File: config.mk
export PLATFORM = sky130hd
export DESIGN_NAME = uart_io_tx
export DESIGN_NICKNAME = d
export VERILOG_FILES = /design/src/rtl/uart_io_tx.sv
export SDC_FILE = /design/constraint.sdc
export NUM_CORES = 1
export LEC_CHECK = 0
export BUFFER_PORTS_ARGS = -buffer_cell sky130_fd_sc_hd__buf_2
export CAP_MARGIN = 20
export CORE_ASPECT_RATIO = 1.5
export CORE_UTILIZATION = 34
export CTS_CLUSTER_DIAMETER = 40
export DETAILED_ROUTE_END_ITERATION = 10
export GPL_ROUTABILITY_DRIVEN = 0
export MAX_ROUTING_LAYER = met4
export PLACE_DENSITY = 0.56
export REMOVE_ABC_BUFFERS = 1
export SLEW_MARGIN = 20
export SYNTH_ARGS = -nofsm -noshare
export SYNTH_HDL_FRONTEND = slang
export SYNTH_SLANG_ARGS = --single-unit
File: constraint.sdc
create_clock -name clock -period 3.1 [get_ports clock]
set_input_delay 0.465 -clock clock [delete_from_list [all_inputs] [get_ports clock]]
set_output_delay 0.465 -clock clock [all_outputs]
set_load 0.02 [all_outputs]
File: src/rtl/uart_io_tx.sv
// uart_io_tx -- buffered UART transmitter for a CPU I/O port.
//
// Bytes written by the CPU are queued in a small FIFO and serialised on tx
// as 8N1 frames (start bit, 8 data bits LSB first, stop bit). Each bit is
// held for CLKS_PER_BIT clocks. Frames are sent back to back while the FIFO
// holds data.
//
// Optional feature: define UART_TX_PARITY_EN to add an even-parity bit after
// the data bits (11 bit-times per frame instead of 10).
//
// Parameters:
//   CLKS_PER_BIT  clocks per serial bit (2..65535)
//   FIFO_DEPTH    transmit FIFO entries (power of two, 2..64)
// Ports:
//   clock       single clock, rising edge
//   reset       asynchronous active-high reset
//   wr_en       CPU write strobe (address-qualified IOWrite)
//   wr_data     byte to enqueue
//   tx          serial output, idle high, registered
//   fifo_full   FIFO holds FIFO_DEPTH entries
//   fifo_empty  FIFO holds no entries
//   busy        frame in progress or data queued
//   fifo_count  FIFO occupancy, zero-extended to 7 bits
module uart_io_tx #(
  parameter int CLKS_PER_BIT = 2604,
  parameter int FIFO_DEPTH   = 8
) (
  input  logic       clock,
  input  logic       reset,
  input  logic       wr_en,
  input  logic [7:0] wr_data,
  output logic       tx,
  output logic       fifo_full,
  output logic       fifo_empty,
  output logic       busy,
  output logic [6:0] fifo_count
);

  localparam int         AW       = (FIFO_DEPTH > 1) ? $clog2(FIFO_DEPTH) : 1;
  localparam logic [6:0] DEPTH_C  = 7'(FIFO_DEPTH);
  localparam logic [15:0] LAST_CYC = 16'(CLKS_PER_BIT - 1);

  typedef enum logic [2:0] {
    IDLE,
    START,
    DATA,
`ifdef UART_TX_PARITY_EN
    PARITY,
`endif
    STOP
  } state_t;

  logic [7:0]    fifo_mem [FIFO_DEPTH];
  logic [AW-1:0] wr_ptr_reg;
  logic [AW-1:0] rd_ptr_reg;
  logic [6:0]    count_reg;

  state_t        state_reg;
  logic [15:0]   cyc_cnt_reg;
  logic [2:0]    bit_idx_reg;
  logic [7:0]    shift_reg;
  logic          tx_reg;
`ifdef UART_TX_PARITY_EN
  logic          parity_reg;
`endif

  logic       bit_done;
  logic       push;
  logic       pop;
  logic [7:0] head;

  assign fifo_full  = (count_reg == DEPTH_C);
  assign fifo_empty = (count_reg == 7'd0);
  assign fifo_count = count_reg;
  assign busy       = (state_reg != IDLE) || !fifo_empty;
  assign tx         = tx_reg;

  assign bit_done = (cyc_cnt_reg == LAST_CYC);
  // A write into a full FIFO is dropped even if a pop frees a slot on the
  // same edge: acceptance is decided on the occupancy before the edge.
  assign push     = wr_en && !fifo_full;
  // Pop from IDLE, or on the final stop-bit cycle so frames run back to back.
  assign pop      = !fifo_empty &&
                    ((state_reg == IDLE) || ((state_reg == STOP) && bit_done));
  // Asynchronous read so the head is loaded on the same edge the FSM pops;
  // this keeps write-to-start-bit latency at one edge.
  assign head     = fifo_mem[rd_ptr_reg];

  // FIFO storage; contents need no reset because the count gates every read.
  always_ff @(posedge clock) begin
    if (push) begin
      fifo_mem[wr_ptr_reg] <= wr_data;
    end
  end

  // FIFO pointers and occupancy; pointers wrap naturally (power-of-two depth).
  always_ff @(posedge clock or posedge reset) begin
    if (reset) begin
      wr_ptr_reg <= '0;
      rd_ptr_reg <= '0;
      count_reg  <= '0;
    end else begin
      if (push) begin
        wr_ptr_reg <= wr_ptr_reg + AW'(1);
      end
      if (pop) begin
        rd_ptr_reg <= rd_ptr_reg + AW'(1);
      end
      case ({push, pop})
        2'b10:   count_reg <= count_reg + 7'd1;
        2'b01:   count_reg <= count_reg - 7'd1;
        default: count_reg <= count_reg;
      endcase
    end
  end

  // Frame FSM. tx is updated on the edge that enters each bit so the line is
  // fully registered and never sees wr_en combinationally.
  always_ff @(posedge clock or posedge reset) begin
    if (reset) begin
      state_reg   <= IDLE;
      cyc_cnt_reg <= '0;
      bit_idx_reg <= '0;
      shift_reg   <= '0;
      tx_reg      <= 1'b1;
`ifdef UART_TX_PARITY_EN
      parity_reg  <= 1'b0;
`endif
    end else begin
      case (state_reg)
        IDLE: begin
          cyc_cnt_reg <= '0;
          bit_idx_reg <= '0;
          tx_reg      <= 1'b1;
          if (pop) begin
            shift_reg <= head;
`ifdef UART_TX_PARITY_EN
            parity_reg <= ^head;
`endif
            tx_reg    <= 1'b0;
            state_reg <= START;
          end
        end

        START: begin
          if (bit_done) begin
            cyc_cnt_reg <= '0;
            bit_idx_reg <= '0;
            tx_reg      <= shift_reg[0];
            shift_reg   <= {1'b0, shift_reg[7:1]};
            state_reg   <= DATA;
          end else begin
            cyc_cnt_reg <= cyc_cnt_reg + 16'd1;
          end
        end

        DATA: begin
          if (bit_done) begin
            cyc_cnt_reg <= '0;
            if (bit_idx_reg == 3'd7) begin
`ifdef UART_TX_PARITY_EN
              tx_reg    <= parity_reg;
              state_reg <= PARITY;
`else
              tx_reg    <= 1'b1;
              state_reg <= STOP;
`endif
            end else begin
              bit_idx_reg <= bit_idx_reg + 3'd1;
              tx_reg      <= shift_reg[0];
              shift_reg   <= {1'b0, shift_reg[7:1]};
            end
          end else begin
            cyc_cnt_reg <= cyc_cnt_reg + 16'd1;
          end
        end

`ifdef UART_TX_PARITY_EN
        PARITY: begin
          if (bit_done) begin
            cyc_cnt_reg <= '0;
            tx_reg      <= 1'b1;
            state_reg   <= STOP;
          end else begin
            cyc_cnt_reg <= cyc_cnt_reg + 16'd1;
          end
        end
`endif

        STOP: begin
          if (bit_done) begin
            cyc_cnt_reg <= '0;
            bit_idx_reg <= '0;
            if (pop) begin
              shift_reg <= head;
`ifdef UART_TX_PARITY_EN
              parity_reg <= ^head;
`endif
              tx_reg    <= 1'b0;
              state_reg <= START;
            end else begin
              tx_reg    <= 1'b1;
              state_reg <= IDLE;
            end
          end else begin
            cyc_cnt_reg <= cyc_cnt_reg + 16'd1;
          end
        end

        default: begin
          cyc_cnt_reg <= '0;
          tx_reg      <= 1'b1;
          state_reg   <= IDLE;
        end
      endcase
    end
  end

endmodule

* Yosys cells after proc, flatten, opt, wreduce, memory -nomap -nowiden
Memories as Yosys holds them, arrays and structs flattened.
Cells that the tools add are included.
** Storage, ports and cells
- Register bits :: 44
- Bits in latches :: 0
- RAM bits :: 64
- Bits in read-only memories :: 0
- Input port bits :: 11
- Output and inout port bits :: 11
- Word-level logic and storage cells :: 77
- Memories kept :: 1
** Memory list
- fifo_mem :: depth 8, width 8, read ports 1, clocked after memory_dff 0, write ports 1, RTL line 53 : logic [7:0] fifo_mem [FIFO_DEPTH];
** Operators by class
- Add/sub/neg operators :: 6
- Multipliers :: 0
- Div/mod/pow operators :: 0
- $lt $le $gt $ge :: 0
- Equal/unequal tests :: 15
- Shift-type cells :: 0
- Multiplexer cells :: 28
- Bitwise operators :: 0
- Reduce and logical (&&, ||, !) cells :: 19
** Operator list (number)
- two-way mux 8 bit :: 5
- two-way mux 16 bit :: 2
- case mux 8 bit (4 select lines) :: 1
- two-way mux 3 bit :: 8
- adder 16 x 1 -> 16 bit (second input constant) :: 1
- equality test 16 x 12 -> 1 bit (second input constant) :: 1
- case mux 7 bit (2 select lines) :: 1
- != test 2 bit (second input constant) :: 6
- case mux 3 bit (4 select lines) :: 1
- AND reduction 5 bit :: 2
- adder 3 x 1 -> 3 bit (second input constant) :: 3
- case mux 3 bit (3 select lines) :: 1
- two-way mux 1 bit :: 8
- adder 7 x 1 -> 7 bit (second input constant) :: 1
- equality test 7 x 4 -> 1 bit (second input constant) :: 1
- zero test 7 bit :: 1
- subtractor 7 x 1 -> 7 bit (second input constant) :: 1
- equality test 3 x 2 -> 1 bit (second input constant) :: 2
- nonzero test 3 bit :: 2
- case mux 1 bit (4 select lines) :: 1
- AND reduction 4 bit :: 1
- nonzero test 4 bit :: 1
- equality test 3 x 1 -> 1 bit (second input constant) :: 1
- equality test 3 bit (second input constant) :: 1
- other kinds (11) :: 15

* Longest topological paths before layout
Gate-level depths: netlist of run 1.
- Word-level depth :: 7
- Mapped depth :: 14
- Mapped depth without buffers :: 12

* Worst setup path after synthesis of run 1
OpenSTA, ideal clock, no wires.
- Kind :: register to register
- Start point :: reg count_reg[1], in the netlist fifo_count[1]
- End point :: reg count_reg[4], in the netlist fifo_count[4]
- Library setup time :: 133 ps
- Arrival :: 3126 ps
- Data required time :: 2967 ps
- Setup slack :: -159 ps
- Stages on the path, launching flop included :: 14
- Buffers on the path :: 2
- Period minus slack after synthesis :: 3259 ps
- Cells stage by stage :: dfrtp_1 -> buf_2 -> nor2_1 -> and3_2 -> a211oi_4 -> ha_1 -> clkbuf_1 -> xor2_1 -> ha_1 -> or3_1 -> a21oi_1 -> o21a_1 -> o21ai_0 -> xnor2_1
** Between the ends
- Longest elaborated chain between the ends :: 5
- Elaborated cells on any way between the ends :: 12
- Classes of those cells :: add/sub (2); eq/ne (3); mux (1); reduce/logical (6)
** RTL lines
- start, declared :: RTL line 56 : logic [6:0] count_reg;
- start signal, assigned :: RTL line 110 : 2'b10: count_reg <= count_reg + 7'd1;
- start signal, assigned :: RTL line 111 : 2'b01: count_reg <= count_reg - 7'd1;
- start signal, assigned :: RTL line 112 : default: count_reg <= count_reg;
- zero test 7 bit * :: RTL line 73 : assign fifo_empty = (count_reg == 7'd0);
- via fifo_empty :: RTL line 34 : output logic fifo_empty,
- zero test 1 bit * :: RTL line 83 : assign pop = !fifo_empty &&
- logical AND 1 bit * :: RTL line 83
- via pop :: RTL line 69 : logic pop;
- equality test 2 x 1 -> 1 bit or equality test 2 bit (tied branches) :: RTL line 109 : case ({push, pop})
- case mux 7 bit (2 select lines) or nonzero test 2 bit (tied branches)
Mark *: on every way through the listed nets, which the timed path passes. The rest lies on a longest branch.
A chain may end at the register's enable or synchronous reset.

* Final worst setup path of run 1
- Start point :: reg cyc_cnt_reg[4]
- End point :: reg count_reg[6], in the netlist fifo_count[6]
** Between the ends
- Longest elaborated chain between the ends :: 6
- Elaborated cells on any way between the ends :: 8
- Classes of those cells :: eq/ne (3); mux (1); reduce/logical (4)
** RTL lines
- start, declared :: RTL line 59 : logic [15:0] cyc_cnt_reg;
- start signal, assigned :: RTL line 153 : cyc_cnt_reg <= cyc_cnt_reg + 16'd1;
- start signal, assigned :: RTL line 174 : cyc_cnt_reg <= cyc_cnt_reg + 16'd1;
- start signal, assigned :: RTL line 206 : cyc_cnt_reg <= cyc_cnt_reg + 16'd1;
- equality test 16 x 12 -> 1 bit * :: RTL line 78 : assign bit_done = (cyc_cnt_reg == LAST_CYC);
- logical AND 1 bit * :: RTL line 84 : ((state_reg == IDLE) || ((state_reg == STOP) && bit_done));
- logical OR 1 bit * :: RTL line 84
- logical AND 1 bit * :: RTL line 83
- via pop :: RTL line 69
- equality test 2 x 1 -> 1 bit or equality test 2 bit (tied branches) :: RTL line 109
- case mux 7 bit (2 select lines) or nonzero test 2 bit (tied branches)
Marked as above.

==> reports/metrics.cfg, run 1 <==
[critical_path]
reg2reg_slack_ps = 210
r2r-start = cyc_cnt_reg[4]$_DFF_PP0_
crit_path_end_kind = register
r2r-end = fifo_count[6]$_DFFE_PP0P_
critPathKind = reg2reg
path_max_fanout = 6
critPathLaunchType = register
worstRegToRegCells = 11
critPathBufInv = 0
slowest_stage = dfrtp_1
path_cells = nor4_4 > nand4_2 > a211oi_4 > ha_1 > xor2_1 > ha_2 > or3_1 > a21oi_2 > o41ai_2 > o211ai_1 > xnor2_1
cpPeakStageDelay_ps = 460
crit_arrival_ps = 3120
cp_top_family = compound AO/OA/AOI/OAI gates
required_ps = 3340

[logic_synthesis]
ys_types = 51
syn_area_um2 = 4850
synth-simple-area-share = 0.104
synth_flop_cell = edfxtp_1
synth_top_cell_area_share = 0.396
synthArstFlopShare = 0.402
yosysTopAreaCell = edfxtp_1
synth.area.mux_share = 0.125
netlist_instances = 345
ys_ff_latch = 107
synth-warning-count = 0
synth_top_family_by_area = multiplexers
synth_area_per_cell_um2 = 14.1
synth_area_leaders = edfxtp_1 40%, dfrtp_1 22%, mux4_2 7.4%, ha_1 3.4%, xnor2_1 2.7%
synth_compound_area_frac = 0.0539
synth_edf_count = 64
yosys.area_share.adder = 0.0335
yosysSeqAreaShare = 0.618
synth_xor_xnor_area_share = 0.0433
yosysMostFrequentCell = edfxtp_1
synth_commonest_cells = 64 x edfxtp_1, 42 x dfrtp_1, 32 x nand2_1, 32 x nor2_1, 16 x mux4_2

[clock_network]
ctsHoldBuffers = 0
cts_buffers = 9
cts_setup_buffers = 0
clockBufferDepth = 2
path_clk_slew_ps = 80
ctsResizeCount = 0
cts.sinks = 107
insertion_delay_ps = 350
cts_tree = done
ctsRootBufferMaster = clkbuf_16
cts.htree.levels = 3

[floorplan]
die_y_um = 148
core-area_um2 = 14000
dieArea_um2 = 14800
die_w_um = 99.5
io_pins = 22
rows = 53
start_util = 0.347

[finish]
drive_above_1_share = 0.242
syn_to_final_growth_pct = 15.1
layout.nets = 403
largest_register_ffs = 64
n_antenna_cell = 0
fin_util = 0.399

[sta]
final_max_slew_viol_count = 0
post-route-period-util = 0.931
min_period_ps = 2890
fin_skew_ps = 9.46
rsz0062_at_grt = no
tightestPinTransition_ps = 893
hold-worst-slack_ps = 192
fmax_mhz = 346
slew_headroom = 0.401
setup_violations = 0
finalHoldViolations = 0

[global_routing]
overflow = 0
grt_pass1_wl_um = 14700
track_usage = 0.135
grt_max_degree = 25
grt_pass1_vias = 2907
antenna_found_initial = 0

[run_status]
outcome = finished, final reports clean

[route]
ant_nets = 0
drc_errors = 0
dr.pass1.iters = 4
wl_um = 8850
wl_per_cell_um = 15.4
vias = 2833
via_per_inst = 4.92
drt_iter0_markers = 104

[job]
drv_cap = 0

[placement]
port-buffer-count = 21
hpwl_um = 6100

[power_and_ir_drop]
power_leakage_nw = 2.13
powerDensity_nw_per_um2 = 644
vdd_drop_max_mv = 0.304

[worst_hold_path]
hp-class = in2async

==> kinds of logic (layout without fill, tap and decap cells) <==
| family | count (synthesis) | after routing |
|---|---|---|
| flip-flops | 107 | 107 |
| AND/OR/NAND/NOR | 102 | 102 |
| AO/OA/AOI/OAI | 38 | 38 |
| multiplexers | 36 | 36 |
| buffers and inverters | 25 | 64 |
| XOR/XNOR | 24 | 24 |
| adder cells (fa/ha/maj) | 13 | 13 |
==> report_power, final <==
part	internal [mW]	switching, mW	total (mW)	leakage, nW
clock network	0.647	0.540	1.19	0.154
logic	0.241	0.366	0.607	0.857
registers	1.69	0.115	1.80	1.12
==> worst max path at each step <==
| stage | cells past startpoint | to | start | slack, ps |
|---|---|---|---|---|
| 3_5_place_dp | 11 | fifo_count[6]$_DFFE_PP0P_ | cyc_cnt_reg[4]$_DFF_PP0_ | 210 |
| 3_3_place_gp | 11 | fifo_count[4]$_DFFE_PP0P_ | cyc_cnt_reg[4]$_DFF_PP0_ | 300 |
| 5_1_grt | 11 | fifo_count[6]$_DFFE_PP0P_ | cyc_cnt_reg[4]$_DFF_PP0_ | 30 |
| 4_1_cts | 11 | fifo_count[6]$_DFFE_PP0P_ | cyc_cnt_reg[4]$_DFF_PP0_ | 170 |
| 2_1_floorplan | 11 | fifo_count[4]$_DFFE_PP0P_ | cyc_cnt_reg[4]$_DFF_PP0_ | -30 |
| 6_report | 11 | fifo_count[6]$_DFFE_PP0P_ | cyc_cnt_reg[4]$_DFF_PP0_ | 210 |
==> stage by stage <==
stage	total power, mW	std cells	setup TNS, ps	setup WS (ps)	cell area, µm²
after global placement	2.41	560	0	298	5250
after global routing	3.76	576	0	31.2	5580
after CTS	3.62	576	0	170	5560
final	3.60	576	0	213	5580
after detailed placement	2.42	560	0	207	5250
after floorplan	2.17	332	-27.3	-27.3	4790
==> cell type report <==
| cell class | count | area, µm² |
|---|---|---|
| inverters | 12 | 45.0 |
| clock inverters | 7 | 90.1 |
| well taps | 192 | 240 |
| fillers | 1301 | 8410 |
| flip-flops and latches | 107 | 3000 |
| clock buffers | 9 | 225 |
| multi-input cells | 213 | 1760 |
| repair buffers | 36 | 218 |
==> worst register-to-register path: cells and delay by family, from the launching register on <==
family | cells | cell delay (ps)
XOR/XNOR | 2 | 300
AND/OR/NAND/NOR | 3 | 640
adder cells (fa/ha/maj) | 2 | 450
flip-flops | 1 | 460
AO/OA/AOI/OAI | 4 | 910
==> routing by layer <==
metal  routed length, µm  up-vias  part of all wire  track usage
li1                    -     1337                 -            -
met1                3660     1437              0.41        0.150
met2                4740       39              0.54        0.234
met3                 216       20             0.024       0.0258
met4                 238        0             0.027       0.0559
met5                   0        -                 0            -
==> placed cells by master (no fill, tap or decap), drive strengths merged, types with 7 or more instances in the layout <==
| cell type | n |
|---|---|
| o21ai | 13 |
| dfrtp | 42 |
| ha | 13 |
| edfxtp | 64 |
| nand2 | 32 |
| nor3 | 7 |
| mux2i | 8 |
| inv | 15 |
| xnor2 | 15 |
| nor2 | 32 |
| clkbuf | 9 |
| mux2 | 12 |
| mux4 | 16 |
| xor2 | 9 |
| buf | 36 |
Note: power is estimated with default switching activity, not from simulation.
==> run 2: changes to the inputs <==
--- a/config.mk
+++ b/config.mk
@@ -9,11 +9,10 @@
 export CAP_MARGIN = 20
 export CORE_ASPECT_RATIO = 1.5
 export CORE_UTILIZATION = 34
-export CTS_CLUSTER_DIAMETER = 40
+export CTS_CLUSTER_DIAMETER = 30
 export DETAILED_ROUTE_END_ITERATION = 10
 export GPL_ROUTABILITY_DRIVEN = 0
 export MAX_ROUTING_LAYER = met4
-export PLACE_DENSITY = 0.56
 export REMOVE_ABC_BUFFERS = 1
 export SLEW_MARGIN = 20
 export SYNTH_ARGS = -nofsm -noshare
==> run 2 against run 1 <==
Effect of this change: clock skew increased by 4.1 ps; combinational power shrank 3.5%; global-route usage grew 0.48 points; power down 0.69%; non-clock buffer count stayed put; wire length rose by 2.2%; first-iteration DRC count is 5.8% higher; die area unchanged; critical path depth up 1; worst setup slack gained 23 ps; highest routed layer unchanged.
==> reports/metrics.cfg, run 2 (synthesis results as in run 1) <==
[clock_network]
cts_setup_buffers = 0  ; unchanged
cts.sinks = 107  ; unchanged
ctsRootBufferMaster = clkbuf_16
clockBufferDepth = 2  ; unchanged
insertion_delay_ps = 360  ; about the same
cts_tree = done
path_clk_slew_ps = 70  ; about the same
cts_buffers = 9  ; unchanged
cts.htree.levels = 3  ; unchanged

[critical_path]
reg2reg_slack_ps = 240  ; +20 ps
crit_path_end_kind = register
critPathLaunchType = register
required_ps = 3340  ; about the same
crit_arrival_ps = 3100  ; -20 ps
crit_path_frequent_cell = ha_1
critPathBufInv = 1  ; +1
crit_cells = 12  ; +1
critical_path.startpoint = fifo_count[5]$_DFFE_PP0P_
worstRegToRegCells = 12  ; +1
r2r-end = fifo_count[6]$_DFFE_PP0P_
crit_end = fifo_count[6]$_DFFE_PP0P_
r2r-start = fifo_count[5]$_DFFE_PP0P_
path_cells = nor3_1 > nand4b_1 > and2_1 > inv_1 > ha_1 > xor2_1 > ha_1 > or3_1 > a21oi_2 > o41ai_1 > o211ai_1 > xnor2_1
cpPeakStageDelay_ps = 440  ; -20 ps
path_max_fanout = 5  ; -1
slowest_stage = dfrtp_1
cp_top_family = simple AND/OR/NAND/NOR gates
critPathKind = reg2reg

[sta]
tns_ps = 0  ; unchanged
hold-worst-slack_ps = 29.3  ; -163 ps
finalHoldViolations = 0  ; unchanged
fin_skew_ps = 13.6  ; +4.13 ps
min_period_ps = 2860  ; -23.2 ps
tightestPinTransition_ps = 851  ; -42.2 ps
fmax_mhz = 349  ; +0.81%
setup_violations = 0  ; unchanged
setup_ws_ps = 236  ; +23.2 ps
final_max_slew_viol_count = 0  ; unchanged
post-route-period-util = 0.924  ; -0.00749
rsz0062_at_grt = no
slew_headroom = 0.433  ; +0.0318

[worst_hold_path]
hp-class = in2async

[finish]
drive_above_1_share = 0.234  ; -0.00781
largest_register_ffs = 64  ; unchanged
layout_commonest_cell = edfxtp_1
final_cell_mix = 64 x edfxtp_1, 42 x dfrtp_1, 32 x nand2_1, 32 x nor2_1, 21 x buf_2
syn_to_final_growth_pct = 14.6
n_antenna_cell = 0  ; unchanged
layout.nets = 403  ; unchanged

[route]
wl_um = 9050  ; +2.2%
wl_per_cell_um = 15.7  ; +2.2%
dr.pass1.iters = 6  ; +2
drt_iter0_markers = 110  ; +5.8%
via_per_inst = 4.92  ; +0.11%
vias = 2836  ; +0.11%
drc_errors = 0  ; unchanged
ant_nets = 0  ; unchanged

[floorplan]
die_y_um = 148  ; unchanged
core-area_um2 = 14000  ; unchanged
io_pins = 22  ; unchanged
dieArea_um2 = 14800  ; unchanged
die_w_um = 99.5  ; unchanged
start_util = 0.347  ; unchanged
rows = 53  ; unchanged

[global_routing]
track_usage = 0.139  ; +0.00481
grt_max_degree = 35  ; +40%
grt_pass1_wl_um = 14900  ; +1.5%
grt_pass1_vias = 2989  ; +2.8%
overflow = 0  ; unchanged
antenna_found_initial = 0  ; unchanged

[power_and_ir_drop]
vdd_drop_max_mv = 0.334  ; +9.6%
power_leakage_nw = 2.13  ; -0.17%
powerDensity_nw_per_um2 = 643  ; -0.27%

[job]
drv_cap = 0  ; unchanged

[placement]
dp_slack_ps = 248  ; +41.2 ps
hpwl_um = 6110  ; +0.18%
port-buffer-count = 21  ; unchanged

[run_status]
outcome = finished, final reports clean

-- run 2: repair_timing --
action                                 CTS  global route
hold buffers                             0             0
endpoints found under the hold margin    0             0
setup endpoints to repair                0             1
gates resized for setup                  0             1
-- run 2: metrics by stage --
stage | util | power (mW) | area (µm²) | instances
after floorplan | - | 2.17 | 4790 | 332
after global placement | 0.375 | 2.40 | 5250 | 560
after detailed placement | 0.375 | 2.42 | 5250 | 560
after CTS | 0.397 | 3.62 | 5550 | 576
after global routing | 0.397 | 3.73 | 5560 | 576
final | 0.397 | 3.57 | 5560 | 576
-- run 2: worst min-delay path by stage --
stage	slack, ps	to
6_report	30	cyc_cnt_reg[11]$_DFF_PP0_
5_1_grt	50	cyc_cnt_reg[11]$_DFF_PP0_
4_1_cts	20	cyc_cnt_reg[11]$_DFF_PP0_
3_5_place_dp	410	cyc_cnt_reg[11]$_DFF_PP0_
3_3_place_gp	410	cyc_cnt_reg[11]$_DFF_PP0_
2_1_floorplan	430	cyc_cnt_reg[0]$_DFF_PP0_
-- run 2: area by class of cell --
type                            count  area, µm²
Clock buffer                        9        225
Clock inverter                      7       81.3
Fill cell                        1324       8430
Inverter                           12       45.0
Multi-Input combinational cell    213       1750
Sequential cell                   107       3000
Tap cell                          192        240
Timing Repair Buffer               36        218
-- run 2: power breakdown --
group | internal (mW) | switching [mW] | leakage (nW) | total (mW)
Combinational | 0.233 | 0.353 | 0.855 | 0.586
Clock | 0.587 | 0.596 | 0.153 | 1.18
Sequential | 1.69 | 0.115 | 1.12 | 1.80
Total | 2.51 | 1.06 | 2.13 | 3.57
-- run 2: per-layer routing --
layer | share of wire | global-route usage | routed length, µm | vias up
li1 | - | - | - | 1337
met1 | 0.42 | 0.155 | 3840 | 1431
met2 | 0.53 | 0.243 | 4810 | 53
met3 | 0.027 | 0.0282 | 242 | 15
met4 | 0.017 | 0.0581 | 152 | 0
met5 | 0 | - | 0 | -
==> run 3: changes to the inputs <==
--- a/config.mk
+++ b/config.mk
@@ -8,6 +8,7 @@
 export BUFFER_PORTS_ARGS = -buffer_cell sky130_fd_sc_hd__buf_2
 export CAP_MARGIN = 20
 export CORE_ASPECT_RATIO = 1.5
+export CORE_MARGIN = 4
 export CORE_UTILIZATION = 34
 export CTS_CLUSTER_DIAMETER = 30
 export DETAILED_ROUTE_END_ITERATION = 10
==> run 3 against run 2 <==
Effect of this change: worst hold slack better by 340 ps; clock power fell by 5%; largest power group unchanged; maximum frequency up 0.42%; flip-flop and latch count unchanged; critical path type unchanged; critical path depth is 1 lower; power shrank 1.6%; sequential power barely moved; register-to-register slack about the same; non-clock buffer count grew 2; sequential share of layout area decreased by 0.17 points; combinational power barely moved.
==> reports/metrics.cfg, run 3 (synthesis results as in run 1) <==
[finish]
layout_commonest_cell = edfxtp_1
drive_above_1_share = 0.236  ; +0.00138
syn_to_final_growth_pct = 14.9
layout.nets = 405  ; +0.50%
final_cell_area_um2 = 5580  ; +0.32%
largest_register_ffs = 64  ; unchanged
final_cell_mix = 64 x edfxtp_1, 42 x dfrtp_1, 32 x nand2_1, 32 x nor2_1, 21 x buf_2
n_antenna_cell = 0  ; unchanged
fillers = 1319  ; -0.38%
finalNonFillerCells = 578  ; +0.35%

[global_routing]
overflow = 0  ; unchanged
track_usage = 0.124  ; -0.0151
antenna_found_initial = 0  ; unchanged
grt_max_degree = 28  ; -20%
grt_pass1_vias = 2966  ; -0.77%
grt_pass1_wl_um = 15200  ; +1.9%

[worst_hold_path]
hp-class = in2reg
holdPathStages = 1
holdPathEnd = fifo_mem[6][3]$_DFFE_PP_
min-delay-start = wr_data[3]

[critical_path]
path_max_fanout = 6  ; +1
critPathKind = reg2reg
crit_arrival_ps = 3090  ; about the same
r2r-start = cyc_cnt_reg[4]$_DFF_PP0_
r2r-end = fifo_count[4]$_DFFE_PP0P_
crit_path_end_kind = register
worstRegToRegCells = 11  ; -1
critPathLaunchType = register
reg2reg_slack_ps = 250  ; about the same
required_ps = 3330  ; about the same

[sta]
slew_headroom = 0.477  ; +0.0448
fmax_mhz = 351  ; +0.42%
tightestPinTransition_ps = 784  ; -67.1 ps
tns_ps = 0  ; unchanged
rsz0062_at_grt = no
post-route-period-util = 0.920  ; -0.00385
final_max_slew_viol_count = 0  ; unchanged
finalHoldViolations = 0  ; unchanged
hold-worst-slack_ps = 374  ; +345 ps
setup_violations = 0  ; unchanged
fin_skew_ps = 7.13  ; -6.45 ps
min_period_ps = 2850  ; -11.9 ps

[job]
drv_cap = 0  ; unchanged

[floorplan]
start_util = 0.347  ; unchanged
io_pins = 22  ; unchanged
core-area_um2 = 14000  ; unchanged
dieArea_um2 = 16300  ; +10%
die_w_um = 106  ; +6.0%
rows = 53  ; unchanged
die_y_um = 154  ; +4.0%

[clock_network]
cts_tree = done
cts_setup_buffers = 0  ; unchanged
cts.sinks = 107  ; unchanged
cts_buffers = 9  ; unchanged
ctsRootBufferMaster = clkbuf_16
path_clk_slew_ps = 80  ; about the same
clockBufferDepth = 2  ; unchanged
insertion_delay_ps = 360  ; about the same
cts.htree.levels = 3  ; unchanged

[route]
wl_um = 8940  ; -1.2%
drc_errors = 0  ; unchanged
drt_iter0_markers = 112  ; +1.8%
ant_nets = 0  ; unchanged
dr.pass1.iters = 4  ; -2
wl_per_cell_um = 15.5  ; -1.5%
via_per_inst = 4.83  ; -2.0%
vias = 2789  ; -1.7%

[run_status]
outcome = finished, final reports clean

[placement]
hpwl_um = 6140  ; +0.51%
postPlaceCellArea_um2 = 5250  ; unchanged
port-buffer-count = 21  ; unchanged
dp_cells = 560  ; unchanged

[power_and_ir_drop]
vdd_drop_max_mv = 0.383  ; +15%
power_leakage_nw = 2.13  ; +0.41%
finalPower_mw = 3.51  ; -1.6%
powerDensity_nw_per_um2 = 630  ; -1.9%

## run 3: changes by cell type in the layout (fill, tap and decap cells not counted)
| cell | change |
|---|---|
| a21oi_1 | +1 |
| a21oi_2 | -1 |
| clkbuf_16 | +1 |
| clkinv_2 | +1 |
| clkinv_4 | -1 |
| dlygate4sd3_1 | +1 |
| ha_1 | -1 |
| ha_2 | +1 |
| inv_12 | -1 |
| inv_6 | +3 |
| inv_8 | -2 |
## run 3: area by class of cell
class                           instances  area, µm²  share of cell area
Inverter                               12       45.0             0.00808
Sequential cell                       107       3000               0.538
Clock buffer                            9        225              0.0404
Multi-Input combinational cell        213       1750               0.314
Timing Repair Buffer                   38        253              0.0453
Tap cell                              192        240              0.0431
Clock inverter                          7       65.1              0.0117
## run 3: per-stage QoR
step	util	setup WS (ps)
after global placement	0.375	288
after floorplan	-	-27.3
final	0.398	248
after global routing	0.398	4.58
after CTS	0.396	184
after detailed placement	0.375	201
## run 3: critical path, stage by stage (launching register included)
cell,delay (ps)
dfrtp_1,460
nor4_4,330
nand4_2,170
a211oi_4,280
ha_1,220
xor2_1,80
ha_2,200
or3_1,340
a21oi_1,250
o21a_1,170
o21ai_0,100
xnor2_1,130
## run 3: repair_timing
item	in CTS	in global routing
hold buffers	0	1
endpoints found under the setup margin	0	2
endpoints found under the hold margin	0	4
gates resized for setup	0	1
## run 3: layer usage
layer,routed length (µm),up-vias,GRT usage
li1,-,1335,-
met1,3740,1401,0.139
met2,4780,44,0.211
met3,260,9,0.0334
met4,164,0,0.0481
met5,0,-,-
## run 3: how the worst max path moves through the flow
stage	to	depth (start not counted)	startpoint
after global routing	fifo_count[6]$_DFFE_PP0P_	11	cyc_cnt_reg[4]$_DFF_PP0_
final	fifo_count[4]$_DFFE_PP0P_	11	cyc_cnt_reg[4]$_DFF_PP0_
after CTS	fifo_count[4]$_DFFE_PP0P_	11	cyc_cnt_reg[4]$_DFF_PP0_
after detailed placement	fifo_count[4]$_DFFE_PP0P_	11	cyc_cnt_reg[4]$_DFF_PP0_
after global placement	fifo_count[4]$_DFFE_PP0P_	11	cyc_cnt_reg[4]$_DFF_PP0_
after floorplan	fifo_count[4]$_DFFE_PP0P_	11	cyc_cnt_reg[4]$_DFF_PP0_
## run 3: power by group
part | switching (mW) | internal (mW) | total (mW)
combinational | 0.352 | 0.237 | 0.589
clock | 0.554 | 0.570 | 1.12
sequential | 0.113 | 1.69 | 1.80
total | 1.02 | 2.49 | 3.51
